[config.mk]
export PLATFORM = sky130hd
export DESIGN_NAME = nbit_mux_skid_stage_flat
export DESIGN_NICKNAME = d
export VERILOG_FILES = /design/src/rtl/nbit_mux_skid_stage_pkg.sv /design/src/rtl/nbit_mux_skid_stage_if.sv /design/src/rtl/nbit_mux_skid_stage_mux.sv /design/src/rtl/nbit_mux_skid_stage.sv /design/src/flat_wrapper.sv
export SDC_FILE = /design/constraint.sdc
export NUM_CORES = 1
export LEC_CHECK = 0
export BUFFER_PORTS_ARGS = -buffer_cell sky130_fd_sc_hd__buf_2
export CAP_MARGIN = 25
export CORE_MARGIN = 2
export CORE_UTILIZATION = 40
export DETAILED_ROUTE_END_ITERATION = 16
export PLACE_DENSITY = 0.75
export SYNTH_ARGS = -nofsm -noshare
export SYNTH_HDL_FRONTEND = slang
export SYNTH_SLANG_ARGS = --single-unit
export TNS_END_PERCENT = 20
[constraint.sdc]
create_clock -name clk -period 3.5 [get_ports clk]
set_input_delay 0.7 -clock clk [delete_from_list [all_inputs] [get_ports clk]]
set_output_delay 0.7 -clock clk [all_outputs]
set_load 0.01 [all_outputs]
[src/rtl/nbit_mux_skid_stage_pkg.sv]
// Shared definitions for the N-bit operand mux skid stage.
//   state_t   : skid FSM state (EMPTY, ONE, FULL), 2-bit encoding
//   sel_width : select width for a given source count, never below 1
package mux_pkg;

  typedef enum logic [1:0] {
    EMPTY = 2'd0,
    ONE   = 2'd1,
    FULL  = 2'd2
  } state_t;

  function automatic int sel_width(input int num_src);
    int w;
    w = $clog2(num_src);
    return (w < 1) ? 1 : w;
  endfunction

endpackage

[src/rtl/nbit_mux_skid_stage_if.sv]
// Handshake bundle between the operand-select logic and the execute stage.
//   in_data/in_sel/in_valid/in_ready : upstream side (NUM_SRC packed N-bit sources)
//   flush                            : synchronous pipeline flush
//   out_data/out_sel/out_valid/out_ready : downstream side
//   sel_err                          : only present when MUX_SEL_ERR_EN is defined
// Modports: master drives the upstream/downstream control, slave is the stage.
interface nbit_mux_skid_stage_if #(
  parameter int N       = 32,
  parameter int NUM_SRC = 4
) ();
  import mux_pkg::*;

  localparam int SEL_W = sel_width(NUM_SRC);

  logic [NUM_SRC*N-1:0] in_data;
  logic [SEL_W-1:0]     in_sel;
  logic                 in_valid;
  logic                 in_ready;
  logic                 flush;
  logic [N-1:0]         out_data;
  logic [SEL_W-1:0]     out_sel;
  logic                 out_valid;
  logic                 out_ready;
`ifdef MUX_SEL_ERR_EN
  logic                 sel_err;
`endif

  modport master (
    output in_data, in_sel, in_valid, flush, out_ready,
    input  in_ready, out_data, out_sel, out_valid
`ifdef MUX_SEL_ERR_EN
    , input sel_err
`endif
  );

  modport slave (
    input  in_data, in_sel, in_valid, flush, out_ready,
    output in_ready, out_data, out_sel, out_valid
`ifdef MUX_SEL_ERR_EN
    , output sel_err
`endif
  );

endinterface

[src/rtl/nbit_mux_skid_stage_mux.sv]
// nbit_nx1_mux: combinational NUM_SRC-to-1 N-bit mux with binary select.
//   data    : packed sources, source k at [k*N +: N]
//   sel     : binary select
//   y       : selected source, all-zero when sel >= NUM_SRC
//   sel_err : high when sel >= NUM_SRC (only with MUX_SEL_ERR_EN)
module nbit_nx1_mux
  import mux_pkg::*;
#(
  parameter int N       = 32,
  parameter int NUM_SRC = 4,
  localparam int SEL_W  = sel_width(NUM_SRC)
) (
  input  logic [NUM_SRC*N-1:0] data,
  input  logic [SEL_W-1:0]     sel,
  output logic [N-1:0]         y
`ifdef MUX_SEL_ERR_EN
  , output logic               sel_err
`endif
);

  logic hit;

  // Explicit compare per source so out-of-range selects fall through to zero.
  always_comb begin
    y   = '0;
    hit = 1'b0;
    for (int unsigned k = 0; k < NUM_SRC; k++) begin
      if (sel == SEL_W'(k)) begin
        y   = data[k*N +: N];
        hit = 1'b1;
      end
    end
  end

`ifdef MUX_SEL_ERR_EN
  assign sel_err = ~hit;
`endif

endmodule

[src/rtl/nbit_mux_skid_stage.sv]
// nbit_mux_skid_stage: operand mux registered into a 2-entry skid buffer.
//   clk   : rising-edge clock
//   rst_n : asynchronous active-low reset
//   bus   : slave side of nbit_mux_skid_stage_if (data, select, valid/ready, flush)
// Optional: MUX_SEL_ERR_EN adds a registered sel_err flag that travels with
// each entry through main/skid.
// in_ready and out_valid are dedicated flops loaded from the next state so
// they stay glitch-free; they always equal (state != FULL) / (state != EMPTY).
module nbit_mux_skid_stage
  import mux_pkg::*;
#(
  parameter int N       = 32,
  parameter int NUM_SRC = 4
) (
  input  logic clk,
  input  logic rst_n,
  nbit_mux_skid_stage_if.slave bus
);

  localparam int SEL_W = sel_width(NUM_SRC);

  state_t           state, next_state;
  logic [N-1:0]     sel_data;
  logic [N-1:0]     main_data, skid_data;
  logic [SEL_W-1:0] main_sel, skid_sel;
  logic             in_ready_q, out_valid_q;
  logic             accept, drain;
  logic             load_main_in, load_main_skid, load_skid;
`ifdef MUX_SEL_ERR_EN
  logic             sel_err_c, main_err, skid_err;
`endif

  nbit_nx1_mux #(
    .N       (N),
    .NUM_SRC (NUM_SRC)
  ) u_mux (
    .data    (bus.in_data),
    .sel     (bus.in_sel),
    .y       (sel_data)
`ifdef MUX_SEL_ERR_EN
    , .sel_err (sel_err_c)
`endif
  );

  assign accept = bus.in_valid & in_ready_q;
  assign drain  = out_valid_q & bus.out_ready;

  always_comb begin
    next_state     = state;
    load_main_in   = 1'b0;
    load_main_skid = 1'b0;
    load_skid      = 1'b0;
    case (state)
      EMPTY: begin
        if (accept) begin
          load_main_in = 1'b1;
          next_state   = ONE;
        end
      end
      ONE: begin
        if (accept && drain) begin
          load_main_in = 1'b1;
        end else if (accept) begin
          load_skid  = 1'b1;
          next_state = FULL;
        end else if (drain) begin
          next_state = EMPTY;
        end
      end
      FULL: begin
        if (drain) begin
          load_main_skid = 1'b1;
          next_state     = ONE;
        end
      end
      default: next_state = EMPTY;
    endcase
    // Flush overrides everything; stored data is left as-is since it is
    // don't-care once out_valid drops.
    if (bus.flush) begin
      next_state     = EMPTY;
      load_main_in   = 1'b0;
      load_main_skid = 1'b0;
      load_skid      = 1'b0;
    end
  end

  always_ff @(posedge clk or negedge rst_n) begin
    if (!rst_n) begin
      state       <= EMPTY;
      in_ready_q  <= 1'b1;
      out_valid_q <= 1'b0;
      main_data   <= '0;
      main_sel    <= '0;
      skid_data   <= '0;
      skid_sel    <= '0;
`ifdef MUX_SEL_ERR_EN
      main_err    <= 1'b0;
      skid_err    <= 1'b0;
`endif
    end else begin
      state       <= next_state;
      in_ready_q  <= (next_state != FULL);
      out_valid_q <= (next_state != EMPTY);
      if (load_main_in) begin
        main_data <= sel_data;
        main_sel  <= bus.in_sel;
`ifdef MUX_SEL_ERR_EN
        main_err  <= sel_err_c;
`endif
      end else if (load_main_skid) begin
        main_data <= skid_data;
        main_sel  <= skid_sel;
`ifdef MUX_SEL_ERR_EN
        main_err  <= skid_err;
`endif
      end
      if (load_skid) begin
        skid_data <= sel_data;
        skid_sel  <= bus.in_sel;
`ifdef MUX_SEL_ERR_EN
        skid_err  <= sel_err_c;
`endif
      end
    end
  end

  assign bus.in_ready  = in_ready_q;
  assign bus.out_valid = out_valid_q;
  assign bus.out_data  = main_data;
  assign bus.out_sel   = main_sel;
`ifdef MUX_SEL_ERR_EN
  assign bus.sel_err   = main_err & out_valid_q;
`endif

endmodule

[src/flat_wrapper.sv]
// flat-port wrapper written by rule: the top's interface ports become plain ports
module nbit_mux_skid_stage_flat import mux_pkg::*;
#(
  parameter int N       = 32,
  parameter int NUM_SRC = 4
)
  (clk, rst_n, bus_in_data, bus_in_sel, bus_in_valid, bus_flush, bus_out_ready, bus_in_ready, bus_out_data, bus_out_sel, bus_out_valid);
  nbit_mux_skid_stage_if #(.N(N), .NUM_SRC(NUM_SRC)) bus_i ();
  input  logic clk;
  input  logic rst_n;
  input wire logic [$bits(bus_i.in_data)-1:0] bus_in_data;
  input wire logic [$bits(bus_i.in_sel)-1:0] bus_in_sel;
  input wire logic [$bits(bus_i.in_valid)-1:0] bus_in_valid;
  input wire logic [$bits(bus_i.flush)-1:0] bus_flush;
  input wire logic [$bits(bus_i.out_ready)-1:0] bus_out_ready;
  output wire logic [$bits(bus_i.in_ready)-1:0] bus_in_ready;
  output wire logic [$bits(bus_i.out_data)-1:0] bus_out_data;
  output wire logic [$bits(bus_i.out_sel)-1:0] bus_out_sel;
  output wire logic [$bits(bus_i.out_valid)-1:0] bus_out_valid;
  assign bus_i.in_data = bus_in_data;
  assign bus_i.in_sel = bus_in_sel;
  assign bus_i.in_valid = bus_in_valid;
  assign bus_i.flush = bus_flush;
  assign bus_i.out_ready = bus_out_ready;
  assign bus_in_ready = bus_i.in_ready;
  assign bus_out_data = bus_i.out_data;
  assign bus_out_sel = bus_i.out_sel;
  assign bus_out_valid = bus_i.out_valid;
  nbit_mux_skid_stage #(.N(N), .NUM_SRC(NUM_SRC)) u_core (.clk(clk), .rst_n(rst_n), .bus(bus_i));
endmodule
**Word-level counts from Yosys, hierarchy flattened**

Cells that the tools add are included.

- Register bits after elaboration: 72
- Latch bits: 0
- Memory bits (writable): 0
- Bits in read-only memories: 0
- Input bits: 135
- Output and inout port bits: 36
- Memories: 0

- Add/subtract/negate cells: 0
- Multipliers: 0
- Divide/modulo/power cells: 0
- Magnitude comparators: 0
- Equal/unequal tests: 6
- Shift operators: 0
- Multiplexer cells: 25
- Bitwise logic cells: 2
- Reduce and logical (&&, ||, !) cells: 5

Operator list:

| cell | number |
|---|---|
| 2-to-1 mux 32 bit | 6 |
| 2-to-1 mux 2 bit | 8 |
| 2-to-1 mux 1 bit | 9 |
| == test 2 bit, second input constant | 3 |
| one-hot mux 2 bit (3 select lines) | 1 |
| == test 2 x 1 -> 1 bit, second input constant | 2 |
| logical NOT 2 bit | 2 |
| nonzero test 2 bit | 2 |
| bitwise AND 1 bit | 2 |
| != test 2 bit, second input constant | 1 |
| one-hot mux 1 bit (2 select lines) | 1 |
| logical AND 1 bit | 1 |

**Longest topological paths before layout**

Gate-level depths: netlist of run 1.

- Word-level depth: 7
- Mapped depth: 5
- Depth with buffers taken out: 4

**Cells and area by module**

Synthesis of run 1 repeated with hierarchy kept, for this count alone.

- Cells, all modules: 328
- Area total of the unflattened synthesis: 4,210.3 µm²

Modules (own cells, without submodules):

| module | times used | cells each | area each (µm²) | seq. area each (µm²) |
|---|---|---|---|---|
| nbit_mux_skid_stage | 1 | 289 | 3,395.8 | 1,803.0 |
| nbit_nx1_mux | 1 | 39 | 814.5 | 0.0 |

**Worst setup path after synthesis of run 1**

OpenSTA, ideal clock, no wires.

- Path type: input to register
- Start: in bus_in_sel[1]
- End: reg u_core.main_data[10] (netlist: u_core.bus.out_data[10])
- Arrival: 2.111 ns
- Required time: 3.375 ns
- Path slack: 1.264 ns
- Stages on the path: 5
- Cells stage by stage: clkbuf_1 > clkbuf_1 > mux4_2 > mux2_2 > mux2_4

- Longest elaborated chain between the ends: 6

Ends and longest elaborated chain:

| what | line | RTL |
|---|---|---|
| from (decl) | flat_wrapper.sv:12 | `input wire logic [$bits(bus_i.in_sel)-1:0] bus_in_sel;` |
| logical NOT 2 bit | nbit_mux_skid_stage_mux.sv:28 | `if (sel == SEL_W'(k)) begin` |
| 2-to-1 mux 32 bit (3 in a row) | nbit_mux_skid_stage_mux.sv:28 |  |
| 2-to-1 mux 32 bit (*) | nbit_mux_skid_stage_mux.sv:28 |  |
| 2-to-1 mux 32 bit (*) | nbit_mux_skid_stage.sv:105 | `if (load_main_in) begin` |
| to (signal assigned) | nbit_mux_skid_stage.sv:106 | `main_data <= sel_data;` |
| to (signal assigned) | nbit_mux_skid_stage.sv:112 | `main_data <= skid_data;` |
| to (decl) | nbit_mux_skid_stage.sv:24 | `logic [N-1:0] main_data, skid_data;` |

Mark *: on every way between the ends. The rest lies on a longest branch, timed or not.
A chain may end at the register's enable or synchronous reset.

**Worst setup path after layout of run 1**

- Start: reg u_core.in_ready_q (netlist: u_core.bus.in_ready)
- End: reg u_core.main_data[18] (netlist: u_core.bus.out_data[18])

- Longest elaborated chain between the ends: 6

Ends and longest elaborated chain:

| what | line | RTL |
|---|---|---|
| from (decl) | nbit_mux_skid_stage.sv:26 | `logic in_ready_q, out_valid_q;` |
| from (signal assigned) | nbit_mux_skid_stage.sv:103 | `in_ready_q <= (next_state != FULL);` |
| bitwise AND 1 bit (*) | nbit_mux_skid_stage.sv:45 | `assign accept = bus.in_valid & in_ready_q;` |
| logical AND 1 bit | nbit_mux_skid_stage.sv:61 | `if (accept && drain) begin` |
| 2-to-1 mux 1 bit | nbit_mux_skid_stage.sv:61 |  |
| one-hot mux 1 bit (2 select lines) (*) | nbit_mux_skid_stage.sv:53 | `case (state)` |
| 2-to-1 mux 1 bit (*) | nbit_mux_skid_stage.sv:80 | `if (bus.flush) begin` |
| 2-to-1 mux 32 bit or nonzero test 2 bit (tied branches) | - |  |

Marks and branches as above.

==> results.json, run 1 <==
{
  "ios": 171,
  "grt_overflow": 0,
  "grt_start_max_net_pins": 73,
  "clk_pin_slew_worst_paths_ns": 0.08,
  "path_max_fanout": 18,
  "status": "completed",
  "cts_made_buffers": 9,
  "die_h_microns": 105,
  "dp_hpwl_mm": 6.39,
  "cpPeakStageDelay_ns": 0.60,
  "crit_chain": "nand3b_1 > a21oi_4 > buf_12 > mux2_2 > mux2_4",
  "syn_avg_cell_area_sq_um": 16.7,
  "syn_nets": 379,
  "yosys.cell_types.count": 26,
  "cpMaxStageDelayCell": "a21oi_4",
  "die_x_microns": 105,
  "yosysTopAreaCell": "dfrtp_1",
  "synth.most_common_cell": "mux2_2",
  "synthTopCellsByArea": "dfrtp_1 (44%), mux2_2 (20%), mux4_2 (15%)",
  "power_density_mw_per_mm2": 662,
  "cts_tree": "built",
  "grt_pass1_wl_mm": 15.0,
  "cts_sinks": 72,
  "syn_area_sq_mm": 0.00407,
  "fin_setup_tns_ns": 0,
  "clock_skew_ns": 0.00961,
  "drtIter0Drc": 98,
  "syn_inst": 244,
  "holdBufCountCts": 0,
  "wire_per_inst_microns": 16.3,
  "maxSlewHeadroom": 0.391,
  "synth_common_cells": "mux2_2 (74), dfrtp_1 (71), mux2_4 (28), mux4_2 (28), buf_2 (5)",
  "drive_gt1_frac": 0.775,
  "drv_cap": 0,
  "worstSetupPathType": "register to register",
  "cts_root_buf": "clkbuf_8",
  "p_leak_nw": 2.50,
  "setup_viol_count_final": 0,
  "post-place-ws_ns": 0.884,
  "firstDrtPassIters": 4,
  "fmax_ghz": 0.427,
  "cts_setup_buffers": 0,
  "synth_ff_type": "dfrtp_1",
  "vias_per_cell": 5.07,
  "clock_latency_ns": 0.33,
  "synth-async-reset-ratio": 1.00,
  "ys_ff_latch": 72,
  "final-hold-violation-count": 0,
  "die_area_sq_mm": 0.0110,
  "core_area_sq_mm": 0.00982,
  "min_period_ns": 2.34,
  "gp_congestion": 0.775,
  "seqCellArea_sq_mm": 0.00180,
  "port-buffer-count": 170,
  "cts_htree_levels": 3,
  "synth_edf_count": 0,
  "vias": 2795,
  "clockBufferDepth": 2,
  "rows": 36,
  "first_global_vias": 3200,
  "post-route-period-util": 0.670,
  "yosys_warnings": 0,
  "slew_violations": 0,
  "rsz0062_at_grt": "no",
  "path_buf_inv": 1,
  "fillCellCount": 836,
  "required_ns": 3.71,
  "cp_top_family": "compound AO/OA/AOI/OAI gates",
  "fin_cells": 551,
  "wirelength_mm": 8.96,
  "critPathCaptureType": "register",
  "startpoint_type": "register",
  "start_util": 0.415,
  "ys_seq_area_frac": 0.443,
  "final_antenna_net_count": 0,
  "arrival_ns": 2.55,
  "placed_cells": 535,
  "route.detailed.drc": 0,
  "ir_drop_uv": 262,
  "n_antenna_cell": 0,
  "finalWorstSetupSlack_ns": 1.16,
  "nNetsFinal": 548,
  "worstMarginPinSlew_ns": 0.914,
  "cts_resized": 0,
  "worstHoldPathType": "input port to asynchronous set/reset pin",
  "syn_to_final_growth_pct": 30.0,
  "yosysTopAreaCellShare": 0.436,
  "grt_usage": 0.169,
  "multiInputGateArea_sq_mm": 0.00214,
  "antenna_found_initial": 1,
  "p_total_mw": 3.50
}
==> worst reg2reg max path: cells and delay by family (launching register included) <==
kind            cells  cell delay [ns]
flops               1             0.56
compound gates      1             0.61
buf+inv             1             0.25
mux                 2             0.60
simple gates        1             0.21
==> registers in the layout (all words and copies together) (netlist names) <==
name and count:
u_core.bus.in_ready 1, u_core.skid_sel 2, u_core.bus.out_data 32, u_core.bus.out_sel 2
u_core.bus.out_valid 1, u_core.state 2, u_core.skid_data 32
==> final cells by class <==
cell class | count | share of cell area
clock buffers | 11 | 0.0248
clock inverters | 5 | 0.0244
inverters | 1 | 0.000709
multi-input cells | 154 | 0.405
flip-flops and latches | 72 | 0.341
well taps | 133 | 0.0314
repair buffers | 175 | 0.173
==> report_power, final <==
group          leakage [nW]  switching [mW]  internal [mW]
Sequential            0.875           0.203           1.21
Clock                 0.128           0.305          0.548
Combinational          1.50           0.455          0.776
==> cells by family after synthesis <==
family / share of synthesized area
mux: 0.489
flops: 0.443
buf+inv: 0.0344
simple gates: 0.0181
compound gates: 0.0160
==> cell usage in the layout, fill, tap and decap left out <==
cell,count
a21boi_0,1
a21o_1,3
a21oi_1,2
a21oi_4,2
and3b_1,1
buf_12,2
buf_2,169
buf_4,4
bufinv_16,4
clkbuf_1,2
clkbuf_8,9
clkinv_4,1
dfrtp_1,71
dfstp_2,1
inv_1,1
mux2_2,74
mux2_4,28
mux4_1,4
mux4_2,28
nand2_1,3
nand2b_1,1
nand3_1,3
nand3b_1,1
nand4_1,1
nor3_4,1
or3b_2,1
==> final timing paths <==
path                                            startpoint                                   to  slack [ns]  cells past startpoint
min in group clk           u_core.skid_data[2]$_DFFE_PN0P_      u_core.skid_data[2]$_DFFE_PN0P_        0.51                      1
max in group asynchronous                            rst_n     u_core.skid_data[14]$_DFFE_PN0P_        2.41                      1
min                                                  rst_n            u_core.state[1]$_DFF_PN0_        0.51                      1
max reg2reg                  u_core.bus.in_ready$_DFF_PN1_  u_core.bus.out_data[18]$_DFFE_PN0P_        1.16                      5
min reg2reg                u_core.skid_data[2]$_DFFE_PN0P_      u_core.skid_data[2]$_DFFE_PN0P_        0.51                      1
max                          u_core.bus.in_ready$_DFF_PN1_  u_core.bus.out_data[18]$_DFFE_PN0P_        1.16                      5
==> layer usage <==
layer  global-route usage  vias to the layer above  wire length, microns
met5                    0                        -                    10
met4               0.0467                        2                   100
met3               0.0412                       12                   623
met2                0.307                      115                  4530
met1                0.198                     1376                  3690
li1                     -                     1290                     -
==> per-stage QoR <==
step	hold slack (ns)	utilization	instance area, sq um
2_1_floorplan	0.404	-	4070
4_1_cts	0.510	0.539	5290
5_1_grt	0.523	0.539	5290
6_report	0.505	0.539	5290
3_5_place_dp	0.490	0.512	5030
3_3_place_gp	0.485	0.512	5030
Power figures use the tool's default switching activity.
==> run 2, diff against run 1 <==
Clock period 3.5 ns to 2.4 ns, I/O delays scaled along.
==> run 2 against run 1 <==
Net effect:
- die area is the same
- sequential power grew 46%
- clock power grew 21%
- combinational power grew 47%
- non-clock buffer count grew 3
==> results.json, run 2 (synthesis gave the netlist of run 1 again) <==
{
  "maxSlewHeadroom": 0.398,
  "mostFrequentLayoutCells": "buf_2 (169), mux2_2 (74), dfrtp_1 (71)",
  "grt_overflow": 0,
  "crit_chain": "nand3b_1 > a21oi_4 > buf_4 > mux2_2 > mux2_4",
  "worstMarginPinSlew_ns": 0.904,
  "grt_usage": 0.171,
  "mostFrequentLayoutCell": "buf_2",
  "p_sw_frac": 0.291,
  "port-buffer-count": 170,
  "grt_pass1_wl_mm": 14.9,
  "startpoint_type": "register",
  "seq_power_share": 0.422,
  "start_util": 0.415,
  "route.detailed.drc": 0,
  "cts_setup_buffers": 0,
  "n_antenna_cell": 0,
  "first_global_vias": 3080,
  "clock_latency_ns": 0.35,
  "die_area_sq_mm": 0.0110,
  "p_leak_nw": 2.50,
  "syn_to_final_growth_pct": 30.1,
  "holdBufCountCts": 0,
  "post-place-ws_ns": 0.177,
  "worstHoldPathType": "input port to asynchronous set/reset pin",
  "path_max_fanout": 17,
  "clk_pin_slew_worst_paths_ns": 0.08,
  "final-hold-violation-count": 0,
  "cpMaxStageDelayCell": "dfstp_2",
  "slew_violations": 0,
  "setup_viol_count_final": 0,
  "critPathCaptureType": "register",
  "min_period_ns": 2.03,
  "rows": 36,
  "finalWorstSetupSlack_ns": 0.370,
  "cts_htree_levels": 3,
  "ios": 171,
  "post-route-period-util": 0.846,
  "die_x_microns": 105,
  "cpPeakStageDelay_ns": 0.56,
  "arrival_ns": 2.26,
  "intPower_mw": 3.48,
  "vias": 2817,
  "die_h_microns": 105,
  "dp_hpwl_mm": 6.73,
  "wirelength_mm": 9.14,
  "drv_cap": 0,
  "cts_resized": 0,
  "cts_tree": "built",
  "power_density_mw_per_mm2": 927,
  "vias_per_cell": 5.08,
  "required_ns": 2.63,
  "gp_congestion": 0.760,
  "fin_setup_tns_ns": 0,
  "drive_gt1_frac": 0.781,
  "switchingPower_mw": 1.43,
  "fillCellCount": 869,
  "antenna_found_initial": 1,
  "firstDrtPassIters": 4,
  "clkPwrFrac": 0.209,
  "rsz0062_at_grt": "no",
  "cts_root_buf": "clkbuf_8",
  "final_antenna_net_count": 0,
  "fmax_ghz": 0.493,
  "core_area_sq_mm": 0.00982,
  "drtIter0Drc": 104,
  "cts_sinks": 72,
  "clock_skew_ns": 0.00650,
  "grt_start_max_net_pins": 73,
  "wire_per_inst_microns": 16.5,
  "ir_drop_uv": 366,
  "cts_made_buffers": 9,
  "worstSetupPathType": "register to register",
  "combPwrFrac": 0.369,
  "status": "completed",
  "clockBufferDepth": 2,
  "nNetsFinal": 551
}
run 2: layout make-up:
class	count	area, sq um	share of cell area
Clock inverter	4	51.3	0.00969
Inverter	1	3.75	0.000709
Multi-Input combinational cell	154	2140	0.405
Tap cell	133	166	0.0314
Timing Repair Buffer	178	963	0.182
Sequential cell	72	1800	0.341
Clock buffer	12	165	0.0312
run 2: final timing paths:
| check | startpoint | to | slack, ns | cells past startpoint |
|---|---|---|---|---|
| setup / recovery | u_core.bus.in_ready$_DFF_PN1_ | u_core.bus.out_data[20]$_DFFE_PN0P_ | 0.37 | 5 |
| hold / removal | rst_n | u_core.bus.out_valid$_DFF_PN0_ | 0.25 | 1 |
| setup reg to reg | u_core.bus.in_ready$_DFF_PN1_ | u_core.bus.out_data[20]$_DFFE_PN0P_ | 0.37 | 5 |
| hold reg to reg | u_core.bus.out_sel[1]$_DFFE_PN0P_ | u_core.bus.out_sel[1]$_DFFE_PN0P_ | 0.50 | 1 |
| max in group asynchronous | rst_n | u_core.bus.out_data[14]$_DFFE_PN0P_ | 1.55 | 1 |
| min in group clk | bus_flush | u_core.bus.out_valid$_DFF_PN0_ | 0.40 | 2 |
run 2: metal layers:
metal  global-route usage  wire [microns]  vias up  share of wire
met1                0.212            3790     1401           0.41
met5                    0              13        -         0.0014
met4               0.0400              65        2         0.0071
met3               0.0487             621        8          0.068
met2                0.296            4650      112           0.51
li1                     -               -     1294              -
run 2: worst max-delay path: cells and delay by family, from the launching register on:
kind / cells / cell delay (ns)
multiplexers: 2 / 0.64
flip-flops: 1 / 0.56
buffers and inverters: 1 / 0.30
AND/OR/NAND/NOR: 1 / 0.22
AO/OA/AOI/OAI: 1 / 0.19
run 2: power by group through the flow:
stage	clock [mW]	sequential [mW]	combinational, mW
global route	1.12	2.15	1.95
floorplan	0	2.16	1.10
CTS	1.06	2.08	1.84
global placement	0	2.06	1.76
finish	1.03	2.07	1.81
detailed placement	0	2.09	1.84
run 2: per-stage QoR:
| step | std cells | total power [mW] | hold WS [ns] | utilization | instance area (sq um) |
|---|---|---|---|---|---|
| after CTS | 554 | 4.97 | 0.301 | 0.539 | 5300 |
| after detailed placement | 538 | 3.93 | 0.492 | 0.517 | 5080 |
| after global placement | 538 | 3.82 | 0.484 | 0.517 | 5080 |
| after global routing | 554 | 5.21 | 0.321 | 0.539 | 5300 |
| after floorplan | 244 | 3.26 | 0.184 | - | 4070 |
| final | 554 | 4.91 | 0.250 | 0.539 | 5300 |
==> run 3, diff against run 2 <==
Settings changed: PLACE_DENSITY 0.75 to 0.77.
Clock period 2.4 ns to 1.63 ns, I/O delays scaled along.
==> run 3 against run 2 <==
Net effect:
- the flow now finishes with violations (negative setup slack)
- final cell count up 2.9%
- die area did not move
- non-clock buffer count grew 16
- first-iteration DRC count decreased by 27%
- total power increased by 56%
- critical path depth stayed put
- critical endpoint is now u_core.bus.out_sel[1]$_DFFE_PN0P_
- maximum frequency increased by 7.7%
- global-route usage rose by 0.99 points
- via count increased by 3.4%
==> results.json, run 3 (synthesis gave the netlist of run 1 again) <==
{
  "status": "complete, but fails checks",
  "failed_checks": "negative setup slack",
  "worstSetupPathType": "register to register",
  "crit_chain": "nand3b_1 > a21oi_4 > buf_12 > mux2_2 > mux2_2",
  "slew_violations": 0,
  "required_ns": 1.85,
  "fmax_ghz": 0.530,
  "r2r-start": "u_core.bus.in_ready$_DFF_PN1_",
  "final_antenna_net_count": 0,
  "cpMaxStageDelayCell": "dfstp_2",
  "path_max_fanout": 18,
  "die_h_microns": 105,
  "n_antenna_cell": 0,
  "ir_drop_uv": 536,
  "grt_usage": 0.181,
  "ios": 171,
  "clk_pin_slew_worst_paths_ns": 0.08,
  "worstHoldStart": "bus_flush",
  "antenna_found_initial": 0,
  "mostFrequentLayoutCells": "buf_2 (169), dfrtp_1 (71), mux2_4 (69)",
  "core_area_sq_mm": 0.00982,
  "cts_tree": "built",
  "startpoint_type": "register",
  "arrival_ns": 2.11,
  "finalWorstSetupSlack_ns": -0.255,
  "drtIter0Drc": 76,
  "critPathCaptureType": "register",
  "first_global_vias": 3245,
  "post-place-ws_ns": -0.317,
  "cts_root_buf": "clkbuf_8",
  "syn_to_final_growth_pct": 39.5,
  "vias": 2912,
  "holdWs_ns": 0.258,
  "start_util": 0.415,
  "placed_area_sq_mm": 0.00523,
  "cts_htree_levels": 3,
  "clockBufferDepth": 2,
  "clock_latency_ns": 0.34,
  "fillCellCount": 849,
  "firstDrtPassIters": 4,
  "mostFrequentLayoutCell": "buf_2",
  "fin_area_sq_mm": 0.00568,
  "grt_pass1_wl_mm": 15.9,
  "grt_overflow": 0,
  "final-hold-violation-count": 0,
  "drive_gt1_frac": 0.785,
  "die_area_sq_mm": 0.0110,
  "nNetsFinal": 567,
  "min_period_ns": 1.89,
  "port-buffer-count": 170,
  "drv_cap": 0,
  "route.detailed.drc": 0,
  "critPathLaunch": "u_core.bus.in_ready$_DFF_PN1_",
  "cp_common_cell": "mux2_2",
  "cts_made_buffers": 9,
  "die_x_microns": 105,
  "worstHoldPathType": "input port to register",
  "grt_start_max_net_pins": 37,
  "setup_viol_count_final": 68,
  "gp_congestion": 0.802,
  "wire_per_inst_microns": 17.1,
  "rows": 36,
  "maxSlewHeadroom": 0.802,
  "power_density_mw_per_mm2": 1350,
  "p_total_mw": 7.67,
  "clock_skew_ns": 0.00812,
  "cts_sinks": 72,
  "wirelength_mm": 9.74,
  "worstMarginPinSlew_ns": 0.297,
  "p_leak_nw": 2.74,
  "cpPeakStageDelay_ns": 0.54,
  "dp_hpwl_mm": 7.10,
  "rsz0062_at_grt": "yes",
  "vias_per_cell": 5.11,
  "post-route-period-util": 1.16
}
## run 3: changes by cell type in the layout (fill, tap and decap cells not counted)
| cell | change |
|---|---|
| buf_16 | +1 |
| buf_6 | +2 |
| mux2_4 | +41 |
| clkinv_4 | -1 |
| dlygate4sd3_1 | +1 |
| clkinvlp_4 | +1 |
| clkbuf_8 | -2 |
| buf_4 | +6 |
| buf_12 | +6 |
| bufinv_16 | +1 |
| clkbuf_1 | +1 |
| mux2_2 | -41 |
## run 3: critical path, delay by kind of cell (launching register included)
kind | cells | cell delay, ns
AOI/OAI and AO/OA | 1 | 0.24
buffers and inverters | 1 | 0.20
DFF | 1 | 0.54
muxes | 2 | 0.61
and+or+nand+nor | 1 | 0.17
## run 3: power breakdown
| part | total [mW] | switching [mW] | internal [mW] |
|---|---|---|---|
| Sequential | 3.08 | 0.471 | 2.61 |
| Combinational | 3.02 | 1.03 | 1.99 |
| Clock | 1.58 | 0.676 | 0.902 |
## run 3: what timing repair did
action	in CTS	in global routing
pin swaps	0	1
setup endpoints to repair	68	68
gates resized for setup	20	27
hold buffers	1	0
setup buffers	2	0
endpoints found under the hold margin	19	0
cloned	1	0
## run 3: path summary, 6_finish.rpt
check                                                       to  cells after the start  slack, ns
max                          u_core.bus.out_sel[1]$_DFFE_PN0P_                      5      -0.26
min                             u_core.bus.out_valid$_DFF_PN0_                      2       0.26
max reg2reg                  u_core.bus.out_sel[1]$_DFFE_PN0P_                      5      -0.26
min reg2reg                 u_core.bus.out_data[3]$_DFFE_PN0P_                      1       0.50
max in group asynchronous        u_core.bus.in_ready$_DFF_PN1_                      3       0.68
min in group asynchronous  u_core.bus.out_data[24]$_DFFE_PN0P_                      2       0.41
## run 3: layout make-up
cell class / instances / area, sq um / area share
sequential: 72 / 1800 / 0.317
clock inverter: 5 / 80.1 / 0.0141
multi-input combinational: 154 / 2300 / 0.404
inverter: 1 / 3.75 / 0.000661
tap: 133 / 166 / 0.0293
clock buffer: 11 / 141 / 0.0249
timing repair buffer: 194 / 1190 / 0.209
## run 3: metrics by stage
step	TNS, ns	instances	utilization
floorplan	-12.73	244	-
global placement	-13.53	550	0.533
detailed placement	-15.39	550	0.533
CTS	-14.39	570	0.568
global route	-18.64	570	0.578
finish	-13.36	570	0.578
## run 3: routing by layer
| metal | global-route usage | part of all wire | up-vias |
|---|---|---|---|
| met1 | 0.227 | 0.42 | 1487 |
| li1 | - | - | 1321 |
| met4 | 0.0333 | 0.0032 | 0 |
| met3 | 0.0437 | 0.057 | 4 |
| met2 | 0.320 | 0.52 | 100 |
| met5 | 0 | 0 | - |
